===== src/rtl/floppy_sector_stream.sv =====
// Byte stream under the head: ID-field bytes during the header, sector-buffer bytes during data.
// Define FLOPPY_STREAM_CRC_EN to generate the MFM CRCs; otherwise CRC bytes are 00 and data_crc is 0.
module floppy_sector_stream #(
    parameter int SIDE_BITS = 1
) (
    input  logic                 clk,
    input  logic                 reset,
    input  logic                 dclk_en,
    input  logic                 sector_hdr,
    input  logic                 sector_data,
    input  logic [6:0]           track,
    input  logic [4:0]           sector,
    input  logic [SIDE_BITS-1:0] side,
    input  logic [10:0]          sector_len,
    output logic                 buf_rd,
    output logic [9:0]           buf_addr,
    output logic [4:0]           buf_sector,
    input  logic [7:0]           buf_q,
    output logic [7:0]           dout,
    output logic                 dout_valid,
    output logic                 dout_hdr,
    output logic                 dout_last,
    output logic [15:0]          data_crc
);

    typedef enum logic [1:0] {S_IDLE, S_HDR, S_DATA} state_t;

    state_t                 state, state_nx;
    logic                   enter_hdr, step_hdr, enter_data, step_data;
    logic [6:0]             trk_l;
    logic [SIDE_BITS-1:0]   side_l;
    logic [4:0]             sec_l;
    logic [1:0]             size_l;
    logic [10:0]            len_l;
    logic [2:0]             idx;
    logic [10:0]            didx, d_cur;
    logic                   d_in_range, d_is_last;
    logic [7:0]             pf;
    logic                   cap_p1, rd_pend;
    logic [7:0]             hdr_byte;
    logic [15:0]            hcrc_q;

    function automatic logic [1:0] size_code(input logic [10:0] len);
        case (len)
            11'd128:  size_code = 2'd0;
            11'd256:  size_code = 2'd1;
            11'd1024: size_code = 2'd3;
            default:  size_code = 2'd2;
        endcase
    endfunction

    always_comb begin
        state_nx   = state;
        enter_hdr  = 1'b0;
        step_hdr   = 1'b0;
        enter_data = 1'b0;
        step_data  = 1'b0;
        if (dclk_en) begin
            if (sector_hdr) begin
                state_nx = S_HDR;
                if (state == S_HDR) step_hdr = 1'b1;
                else                enter_hdr = 1'b1;
            end else if (sector_data) begin
                case (state)
                    S_HDR: begin
                        state_nx   = S_DATA;
                        enter_data = 1'b1;
                    end
                    S_DATA:  step_data = 1'b1;
                    default: state_nx = state;
                endcase
            end else begin
                state_nx = S_IDLE;
            end
        end
    end

    always_comb begin
        d_cur      = enter_data ? 11'd0 : didx;
        d_in_range = d_cur < len_l;
        d_is_last  = d_cur == (len_l - 11'd1);
        case (idx)
            3'd0:    hdr_byte = {1'b0, trk_l};
            3'd1:    hdr_byte = 8'(side_l);
            3'd2:    hdr_byte = {3'b000, sec_l};
            3'd3:    hdr_byte = {6'b000000, size_l};
            3'd4:    hdr_byte = hcrc_q[15:8];
            3'd5:    hdr_byte = hcrc_q[7:0];
            default: hdr_byte = 8'h4E;
        endcase
    end

    always_ff @(posedge clk) begin
        if (reset) state <= S_IDLE;
        else       state <= state_nx;
    end

    // Stage p0 -> p1: byte emission, buffer read strobes and prefetch capture
    always_ff @(posedge clk) begin
        if (reset) begin
            trk_l      <= '0;
            side_l     <= '0;
            sec_l      <= '0;
            size_l     <= '0;
            len_l      <= '0;
            idx        <= '0;
            didx       <= '0;
            pf         <= '0;
            cap_p1     <= 1'b0;
            rd_pend    <= 1'b0;
            buf_rd     <= 1'b0;
            buf_addr   <= '0;
            buf_sector <= '0;
            dout       <= '0;
            dout_valid <= 1'b0;
            dout_hdr   <= 1'b0;
            dout_last  <= 1'b0;
        end else begin
            buf_rd     <= 1'b0;
            dout_valid <= 1'b0;
            dout_hdr   <= 1'b0;
            dout_last  <= 1'b0;
            rd_pend    <= 1'b0;
            // buf_q belongs to the read issued one clk earlier
            cap_p1     <= buf_rd;
            if (cap_p1) pf <= buf_q;
            if (rd_pend) begin
                buf_rd   <= 1'b1;
                buf_addr <= didx[9:0];
            end
            if (enter_hdr) begin
                trk_l      <= track;
                side_l     <= side;
                sec_l      <= sector;
                size_l     <= size_code(sector_len);
                len_l      <= sector_len;
                idx        <= 3'd1;
                dout       <= {1'b0, track};
                dout_valid <= 1'b1;
                dout_hdr   <= 1'b1;
            end else if (step_hdr) begin
                dout       <= hdr_byte;
                dout_valid <= 1'b1;
                dout_hdr   <= 1'b1;
                dout_last  <= (idx == 3'd5);
                if (idx != 3'd7) idx <= idx + 3'd1;
                if (idx == 3'd5) begin
                    buf_rd     <= 1'b1;
                    buf_addr   <= '0;
                    buf_sector <= sec_l;
                end
            end else if (enter_data || step_data) begin
                dout_valid <= 1'b1;
                if (d_in_range) begin
                    dout      <= pf;
                    dout_last <= d_is_last;
                    rd_pend   <= !d_is_last;
                end else begin
                    dout <= 8'h00;
                end
                if (d_cur != 11'h7FF) didx <= d_cur + 11'd1;
            end
        end
    end

`ifdef FLOPPY_STREAM_CRC_EN
    function automatic logic [15:0] crc_byte(input logic [15:0] crc, input logic [7:0] b);
        logic [15:0] c;
        c = crc;
        for (int i = 7; i >= 0; i--) begin
            if (c[15] ^ b[i]) c = {c[14:0], 1'b0} ^ 16'h1021;
            else              c = {c[14:0], 1'b0};
        end
        return c;
    endfunction

    localparam logic [15:0] DATA_SEED =
        crc_byte(crc_byte(crc_byte(crc_byte(16'hFFFF, 8'hA1), 8'hA1), 8'hA1), 8'hFB);

    logic [15:0] hcrc, dcrc;
    logic [3:0]  hcnt;
    logic [7:0]  hseq_byte;
    logic        done_p1;

    always_comb begin
        case (hcnt[2:0])
            3'd3:    hseq_byte = 8'hFE;
            3'd4:    hseq_byte = {1'b0, trk_l};
            3'd5:    hseq_byte = 8'(side_l);
            3'd6:    hseq_byte = {3'b000, sec_l};
            3'd7:    hseq_byte = {6'b000000, size_l};
            default: hseq_byte = 8'hA1;
        endcase
    end

    // Stage p1 -> p2: header CRC walks the latched ID one byte per clk; data CRC publishes after the last byte
    always_ff @(posedge clk) begin
        if (reset) begin
            hcrc     <= 16'hFFFF;
            dcrc     <= 16'hFFFF;
            hcnt     <= 4'd8;
            done_p1  <= 1'b0;
            data_crc <= '0;
        end else begin
            done_p1 <= 1'b0;
            if (enter_hdr) begin
                hcrc <= 16'hFFFF;
                hcnt <= 4'd0;
            end else if (hcnt != 4'd8) begin
                hcrc <= crc_byte(hcrc, hseq_byte);
                hcnt <= hcnt + 4'd1;
            end
            if ((enter_data || step_data) && d_in_range) begin
                dcrc    <= crc_byte(enter_data ? DATA_SEED : dcrc, pf);
                done_p1 <= d_is_last;
            end
            if (done_p1) data_crc <= dcrc;
        end
    end

    assign hcrc_q = hcrc;
`else
    assign hcrc_q   = 16'h0000;
    assign data_crc = 16'h0000;
`endif

endmodule

===== config.mk =====
export PLATFORM = sky130hd
export DESIGN_NAME = floppy_sector_stream
export DESIGN_NICKNAME = d
export VERILOG_FILES = /design/src/rtl/floppy_sector_stream.sv
export SDC_FILE = /design/constraint.sdc
export NUM_CORES = 1
export LEC_CHECK = 0
export ABC_CLOCK_PERIOD_IN_PS = 3300
export BUFFER_PORTS_ARGS = -buffer_cell sky130_fd_sc_hd__clkbuf_2
export CORE_MARGIN = 2
export CORE_UTILIZATION = 56
export CTS_CLUSTER_SIZE = 30
export DETAILED_ROUTE_END_ITERATION = 8
export GPL_TIMING_DRIVEN = 0
export PLACE_DENSITY = 0.8
export SYNTH_ARGS = -nofsm -noshare
export SYNTH_HDL_FRONTEND = slang
export SYNTH_SLANG_ARGS = --single-unit

===== constraint.sdc =====
create_clock -name clk -period 3.3 [get_ports clk]
set_clock_uncertainty 0.15 [all_clocks]
set_input_delay 0.495 -clock clk [delete_from_list [all_inputs] [get_ports clk]]
set_output_delay 0.495 -clock clk [all_outputs]
set_load 0.01 [all_outputs]

Word level (Yosys, flattened, before mapping)
Cells that the tools add are included.
- register bits after elaboration: 79
- bits in latches: 0
- memory bits (writable): 0
- bits in read-only memories: 0
- input port bits: 37
- output and inout bits: 43
- logic and storage cells: 99
- memories kept: 0
- add/subtract/negate cells: 3
- multiply operators: 0
- div/mod/pow operators: 0
- order comparisons: 1
- equal/unequal tests: 14
- shift operators: 0
- muxes and demuxes: 42
- bitwise logic cells: 4
- reduce and logical (&&, ||, !) cells: 15
- operators by type and width (kind ; count):
    2-to-1 mux 10 bit ; 4
    one-hot mux 7 bit (5 select lines) ; 1
    2-to-1 mux 1 bit ; 28
    2-to-1 mux 8 bit ; 3
    adder 11 x 1 -> 11 bit, second input constant ; 1
    == test 11 bit ; 1
    == test 11 bit, second input constant ; 1
    == test 11 x 8 -> 1 bit, second input constant ; 1
    == test 11 x 9 -> 1 bit, second input constant ; 1
    less-than comparator 11 bit ; 1
    2-to-1 mux 11 bit ; 1
    != test 11 bit, second input constant ; 1
    subtractor 11 x 1 -> 11 bit, second input constant ; 1
    2-to-1 mux 7 bit ; 1
    == test 3 x 2 -> 1 bit, second input constant ; 2
    == test 3 bit, second input constant ; 2
    2-to-1 mux 2 bit ; 3
    one-hot mux 2 bit (3 select lines) ; 1
    AND reduction 2 bit ; 3
    nonzero test 2 bit ; 3
    OR reduction 5 bit ; 1
    inverter 1 bit ; 4
    AND reduction 4 bit ; 1
    OR reduction 2 bit ; 2
    11 further kinds ; 11

Logic depth before layout (Yosys ltp)
Gate-level depths: netlist of the first run.
- depth in word-level cells: 11
- depth in mapped cells: 12
- mapped depth without buffers: 10

Least setup slack after synthesis of the first run
Ideal clock, no wire load.
- path kind: input-to-reg
- from: input port dclk_en
- to: register didx[2]
- setup time: 0.128 ns
- arrival time: 2.670 ns
- data required time: 3.022 ns
- slack: 0.352 ns
- stages: 12
- cells stage by stage: buf_2 > and3b_1 > buf_4 > nand2_1 > and2_1 > ha_1 > and3_1 > o2111ai_2 > o31ai_2 > o21ai_0 > a22oi_1 > nor2_1
- cells in the longest elaborated chain, start to end: 4
- elaborated cells between the ends (all ways): 11
- classes of those cells: 1 x add/sub; 1 x eq/ne; 5 x mux; 2 x bitwise; 2 x reduce/logical
- RTL lines (element ; line ; RTL):
    start: declaration ; 8 ; input logic dclk_en,
    parallel branches: the longest is 4 deep, another holds adder 11 x 1 -> 11 bit ; - ;
    end signal: assignment ; 161 ; if (d_cur != 11'h7FF) didx <= d_cur + 11'd1;
    end: declaration ; 36 ; logic [10:0] didx, d_cur;
Parallel ways; which one is timed is not known.
A chain may end at the register's enable or synchronous reset.

Worst setup path in the final report of the first run
- from: register state[0]
- to: register didx[5]
- cells in the longest elaborated chain, start to end: 8
- elaborated cells between the ends (all ways): 22
- classes of those cells: 1 x add/sub; 3 x eq/ne; 14 x mux; 2 x bitwise; 2 x reduce/logical
- RTL lines (element ; line ; RTL):
    start: declaration ; 28 ; state_t state, state_nx;
    start signal: assignment ; 95 ; else state <= state_nx;
    parallel branches: the longest is 8 deep, another holds adder 11 x 1 -> 11 bit ; - ;
Parallel ways; which one is timed is not known.

==> impl_metrics.ini, run 1 <==
[run_status]
status = complete, no violations

[synth]
syn_avg_cell_area_um2 = 8.10
async_flop_share_pct = 0
synth_cell_types = 65
synth_cells = 531
syn-cell-area_um2 = 4300
synth_edf_count = 0
synth_top_area_share_pct = 36.8
yosys.area.top_type = dfxtp_1
ys_seq_area_share_pct = 36.8
ys.flop_type = dfxtp_1
ys_warn_count = 0
synthTopCellsByArea = dfxtp_1, nand2_1, a21oi_1
ys_seq_elements = 79

[final_layout]
layout-drive-gt1-share_pct = 18.8
layout_common_cells = dfxtp_1, nand2_1, clkbuf_2, nor2_1, a21oi_1
antenna_cells = 0
area_growth_pct = 17.8
post-route-util_pct = 69.1
fin_area_um2 = 5070
nets = 673
layout_commonest_cell = dfxtp_1

[clock_network]
clk_pin_slew_worst_paths_ns = 0.08
htree_levels = 3
clockBufferDepth = 2
cts-buffers-inserted = 9
cts_tree = yes
clock_latency_ns = 0.36
cts_root_buf = clkbuf_8
cts.sinks = 79

[hold_path]
min-delay-start = sector[3]
hold_class = in2reg
holdPathEnd = sec_l[3]$_SDFFE_PP0P_
hold_depth = 3

[routing]
route.vias.total = 4153
initialDrtViolationCount = 305
route.detailed.drc = 0
dr.pass1.iters = 6
avgViaCountPerCell = 5.74
wire_per_inst_um = 15.8
wl_um = 11400
ant_nets = 0

[grt]
gr-usage-all-layers_pct = 26.7
overflow = 0
grt_max_degree = 15
grt_pass1_vias = 3911
grt_pass1_wl_um = 18100
antenna_found_initial = 0

[sta]
slew-limit-headroom_pct = 46.3
fin_ws_ns = 0.117
max_freq_ghz = 0.314
fin_crit_sh_pct = 96.4
maxSlewViolCount = 0
setup_viol = 0
fin_crit_ns = 3.18
hold_viol_final = 0
tightest_slew_ns = 0.802

[floorplanning]
die_w_um = 91.7
ios = 80
floorplan.initialDensity_pct = 58.7
die_y_um = 91.7
dieArea_um2 = 8400
core_area_um2 = 7330
row_count = 31

[place]
finalWeightedCongestion = 0.843
hpwlAfterDp_um = 8430
placed_cell_area_um2 = 4790
pre_cts_ws_ns = -0.262
io_buffers = 61

[power_and_ir_drop]
vdd_drop_max_mv = 0.294
p_leak_nw = 2.02
power-per-cell-area_nw_per_um2 = 418

[setup_path]
reg2reg_slack_ns = 0.12
r2r_cells = 10
critPathLaunchType = register
required_ns = 3.43
path_cells = and2b_1 -> buf_2 -> nand2_2 -> and2_1 -> ha_1 -> and3_1 -> o2111ai_2 -> o31ai_2 -> or4_1 -> a21oi_1
crit_path_max_incr_delay_ns = 0.51
cp-end-kind = register
critPathLaunch = state[0]$_SDFFE_PP0P_
worstPathMaxFanout = 10
critical_path_class = reg2reg
crit_arrival_ns = 3.31
slowest_stage = dfxtp_1
r2r-start = state[0]$_SDFFE_PP0P_
rr_endpoint = didx[5]$_SDFFE_PP0P_

[job]
drv_cap = 0
Yosys cell counts, types with 2 or more instances:
library cell   n
a21oi_1       45
buf_4         18
o31a_1         3
o2111ai_1      2
nor3_1        13
nor2_1        54
and2_1         6
nand4_1       11
nand3_1       14
inv_1         20
o21ai_1        2
a311oi_1       7
o31ai_2        2
nor4_4         2
a22o_1         2
nand2b_1       4
buf_2          2
o22ai_1        7
xor2_1         5
a221oi_1       4
or3_1          3
a31oi_1        5
dfxtp_1       79
nand2_1       78
ha_1          17
a211oi_1       4
a311o_1        2
mux2i_1       18
nor2b_1        3
a22oi_1        3
xnor2_1       11
clkbuf_1      26
o211a_1        2
o21ai_0       19
nor4_1         4
and3_1         5
stage by stage:
| stage | power [mW] | cells | hold WS [ns] | TNS [ns] |
|---|---|---|---|---|
| detailed placement | 1.29 | 706 | 0.302 | -3.14 |
| CTS | 2.11 | 722 | 0.201 | 0 |
| global route | 2.18 | 723 | 0.210 | -0.0614 |
| global placement | 1.29 | 706 | 0.295 | -1.74 |
| floorplan | 1.21 | 546 | 0.286 | 0 |
| finish | 2.12 | 723 | 0.200 | 0 |
metal layers:
| layer | GRT usage [%] | vias up | share of wire, % |
|---|---|---|---|
| li1 | - | 2014 | - |
| met1 | 32.9 | 1938 | 41 |
| met2 | 45.3 | 177 | 49 |
| met3 | 5.59 | 24 | 7.8 |
| met4 | 10.7 | 0 | 2.0 |
| met5 | 0 | - | 0 |
worst max-delay path: cells and delay by family, from the launching register on:
kind | cells | cell delay (ns)
AND/OR/NAND/NOR | 5 | 1.37
AO/OA/AOI/OAI | 3 | 0.58
flip-flops | 1 | 0.51
buffers and inverters | 1 | 0.24
adder cells (fa/ha/maj) | 1 | 0.23
what timing repair did:
action	in CTS	in global routing
setup endpoints to repair	14	17
gates cloned	0	1
endpoints found under the hold margin	0	0
pin swaps	0	2
hold buffers	0	0
setup buffers	0	1
gates resized for setup	2	5
state kept, by name, summed over array words and instances, names as in the netlist, 2 cells and up:
| name | count |
|---|---|
| didx | 11 |
| len_l | 11 |
| buf_addr | 10 |
| dout | 8 |
| pf | 8 |
| trk_l | 7 |
| buf_sector | 5 |
| sec_l | 5 |
| idx | 3 |
| size_l | 2 |
| state | 2 |
cells by family after synthesis:
family          Yosys count  share of synthesized area [%]
compound gates          120                           18.1
buf+inv                  68                           7.73
xor+xnor                 17                           3.78
mux                      19                           4.45
other cells               1                         0.0872
fa+ha+maj                18                           5.18
flops                    79                           36.8
simple gates            209                           23.9
worst max path at each step:
stage | endpoint
final | didx[5]$_SDFFE_PP0P_
after global routing | didx[5]$_SDFFE_PP0P_
after CTS | dout[3]$_SDFFE_PP0P_
after detailed placement | didx[2]$_SDFFE_PP0P_
after global placement | dout[3]$_SDFFE_PP0P_
after floorplan | didx[2]$_SDFFE_PP0P_
power breakdown:
group | internal, mW | total (mW) | switching (mW)
clock network | 0.450 | 0.832 | 0.382
logic | 0.118 | 0.287 | 0.169
registers | 0.976 | 0.998 | 0.0219
total | 1.55 | 2.12 | 0.572
cell type report:
class | count | area, um2
multi-input combinational | 400 | 2490
fill | 607 | 2260
sequential | 79 | 1580
timing repair buffer | 62 | 313
buffer | 47 | 254
clock buffer | 10 | 138
tap | 99 | 124
clock inverter | 6 | 92.6
inverter | 20 | 75.1
No activity file was read; power rests on OpenSTA's default activity.
==> inputs of run 2 (changes only) <==
Settings changed: ABC_AREA set to 1, ABC_CLOCK_PERIOD_IN_PS 3300 to 3490.
Clock period 3.3 ns to 3.49 ns, I/O delays scaled along.
==> impl_metrics.ini, run 2 <==
[run_status]
status = complete, no violations

[setup_path]
worst-path-buf-inv = 2
reg2reg_slack_ns = 0.52
cpMostUsedCell = nand2_1
cp-end-kind = register
worstPathMaxFanout = 9
slowest_stage = dfxtp_1
critPathLaunchType = register
cpLargestDelayFamily = simple AND/OR/NAND/NOR gates
crit_path_max_incr_delay_ns = 0.42
crit_arrival_ns = 3.07
path_cells = inv_1 -> nor2_2 -> nand3_4 -> nand2_4 -> inv_1 -> ha_1 -> nand2_1 -> nor2_1 -> nand2_1 -> a21oi_1 -> nand3_2 -> nor2_1 -> nor2_4 -> nand3_1 -> nand2_1 -> nand2_1 -> a21oi_1
required_ns = 3.59
critical_path_class = reg2reg

[place]
finalWeightedCongestion = 0.905
hpwlAfterDp_um = 8150
io_buffers = 63

[final_layout]
nFillCells = 670
multiInputGateArea_um2 = 2240
layout_common_cells = nand2_1, dfxtp_1, inv_1, nor2_1, clkbuf_2
antenna_cells = 0
layout-drive-gt1-share_pct = 19.0
post-route-util_pct = 67.8
area_growth_pct = 16.4
reg.largest.list = didx x11, len_l x11, buf_addr x10
seq_area_um2 = 1580
nets = 740
layout_commonest_cell = nand2_1

[grt]
gr-usage-all-layers_pct = 25.7
grt_max_degree = 15
grt_pass1_vias = 3715
overflow = 0
antenna_found_initial = 0
grt_pass1_wl_um = 17200

[clock_network]
clock_latency_ns = 0.35
cts.sinks = 79
cts_setup_buffers = 0
cts_tree = yes
cts_root_buf = clkbuf_8
clockBufferDepth = 2
clk_pin_slew_worst_paths_ns = 0.08
cts-buffers-inserted = 9
htree_levels = 3
cts_resized = 0
hold_buffers = 0

[synth]
synth_top_area_share_pct = 37.0
ys_seq_elements = 79
async_flop_share_pct = 0
syn_avg_cell_area_um2 = 7.16
ys_seq_area_share_pct = 37.0
yosys.area.top_type = dfxtp_1
synthTopCellsByArea = dfxtp_1, nand2_1, a21oi_1
synth_common_cells = nand2_1, dfxtp_1, inv_1
yosysMostFrequentCell = nand2_1
synth_cell_types = 42
ys.flop_type = dfxtp_1
ys_warn_count = 0
synth_cells = 597
synth_edf_count = 0
syn-cell-area_um2 = 4270

[sta]
setup_tns_ns = 0
rsz0062_at_grt = false
maxSlewViolCount = 0
slew-limit-headroom_pct = 59.8
fin_crit_sh_pct = 85.2
tightest_slew_ns = 0.603
fin_crit_ns = 2.97
max_freq_ghz = 0.336
setup_viol = 0
hold_viol_final = 0

[job]
drv_cap = 0

[power_and_ir_drop]
power-per-cell-area_nw_per_um2 = 391
vdd_drop_max_mv = 0.267
p_leak_nw = 2.33

[hold_path]
hold_class = in2reg

[routing]
wl_um = 10400
route.met2.wl_um = 4820
avgViaCountPerCell = 5.24
ant_nets = 0
wire_per_inst_um = 13.1
dr.pass1.iters = 5
wl_met3_um = 580
top_layer = met4
route.detailed.drc = 0
wl_met1_um = 4750
route.vias.total = 4137
initialDrtViolationCount = 263

[floorplanning]
floorplan.initialDensity_pct = 58.3
core_area_um2 = 7330
dieArea_um2 = 8340
ios = 80
die_w_um = 91.3
row_count = 31
die_y_um = 91.3
==> run 2: changes by cell type in the layout (fill, tap and decap cells not counted), moves of 12 or more <==
cell,change
inv_1,+58
o21ai_0,+39
mux2i_1,-18
nor2_1,+16
a21oi_1,+14
nand3_1,+14
clkbuf_1,-13
nand2_1,+12
==> run 2: per-stage QoR <==
step	total power, mW	instance area, um2	std cells	hold slack, ns	setup slack (ns)
final	1.94	4970	790	0.236	0.517
after global routing	2.04	4970	790	0.249	0.228
after CTS	1.95	4970	790	0.231	0.531
after detailed placement	1.27	4770	774	0.282	0.315
after global placement	1.26	4770	774	0.276	0.358
after floorplan	1.18	4330	612	0.278	0.885
==> run 2: cell families after synthesis <==
kind of cell | count (synthesis) | share of synthesized area (%)
DFF | 79 | 37.0
and+or+nand+nor | 225 | 25.0
xor gates and xnor gates | 9 | 1.85
adders and majority gates | 17 | 4.98
buffers and inverters | 116 | 11.9
AOI/OAI and AO/OA | 150 | 19.2
other | 1 | 0.0878
==> run 2: final cells by class <==
type                            count  share of cell area [%]
Multi-Input combinational cell    417                    45.0
Sequential cell                    79                    31.8
Timing Repair Buffer               63                    6.34
Inverter                           83                    6.27
Buffer                             33                    3.95
Clock buffer                       10                    2.77
Tap cell                           99                    2.49
Clock inverter                      6                    1.36
==> run 2: metal layers <==
metal	vias to the layer above	track usage, %
li1	2096	-
met1	1888	33.8
met2	135	42.2
met3	18	3.98
met4	0	10.4
met5	-	0
==> run 2: worst paths after layout <==
kind / start / endpoint / cells after the start
setup reg to reg: state[0]$_SDFFE_PP0P_ / dout[0]$_SDFFE_PP0P_ / 17
hold / removal: sector[0] / sec_l[0]$_SDFFE_PP0P_ / 3
hold reg to reg: buf_rd$_SDFF_PP0_ / cap_p1$_SDFF_PP0_ / 2
setup / recovery: state[0]$_SDFFE_PP0P_ / dout[0]$_SDFFE_PP0P_ / 17
==> run 2: tightest hold or removal path, cell delays in order <==
cell and delay, ns:
clkbuf_2 0.07, nor2_1 0.03, nor2_1 0.08
==> run 2: power by group <==
part | internal (mW) | switching (mW) | leakage [nW]
combinational | 0.110 | 0.189 | 1.59
clock | 0.352 | 0.340 | 0.0989
sequential | 0.933 | 0.0211 | 0.643
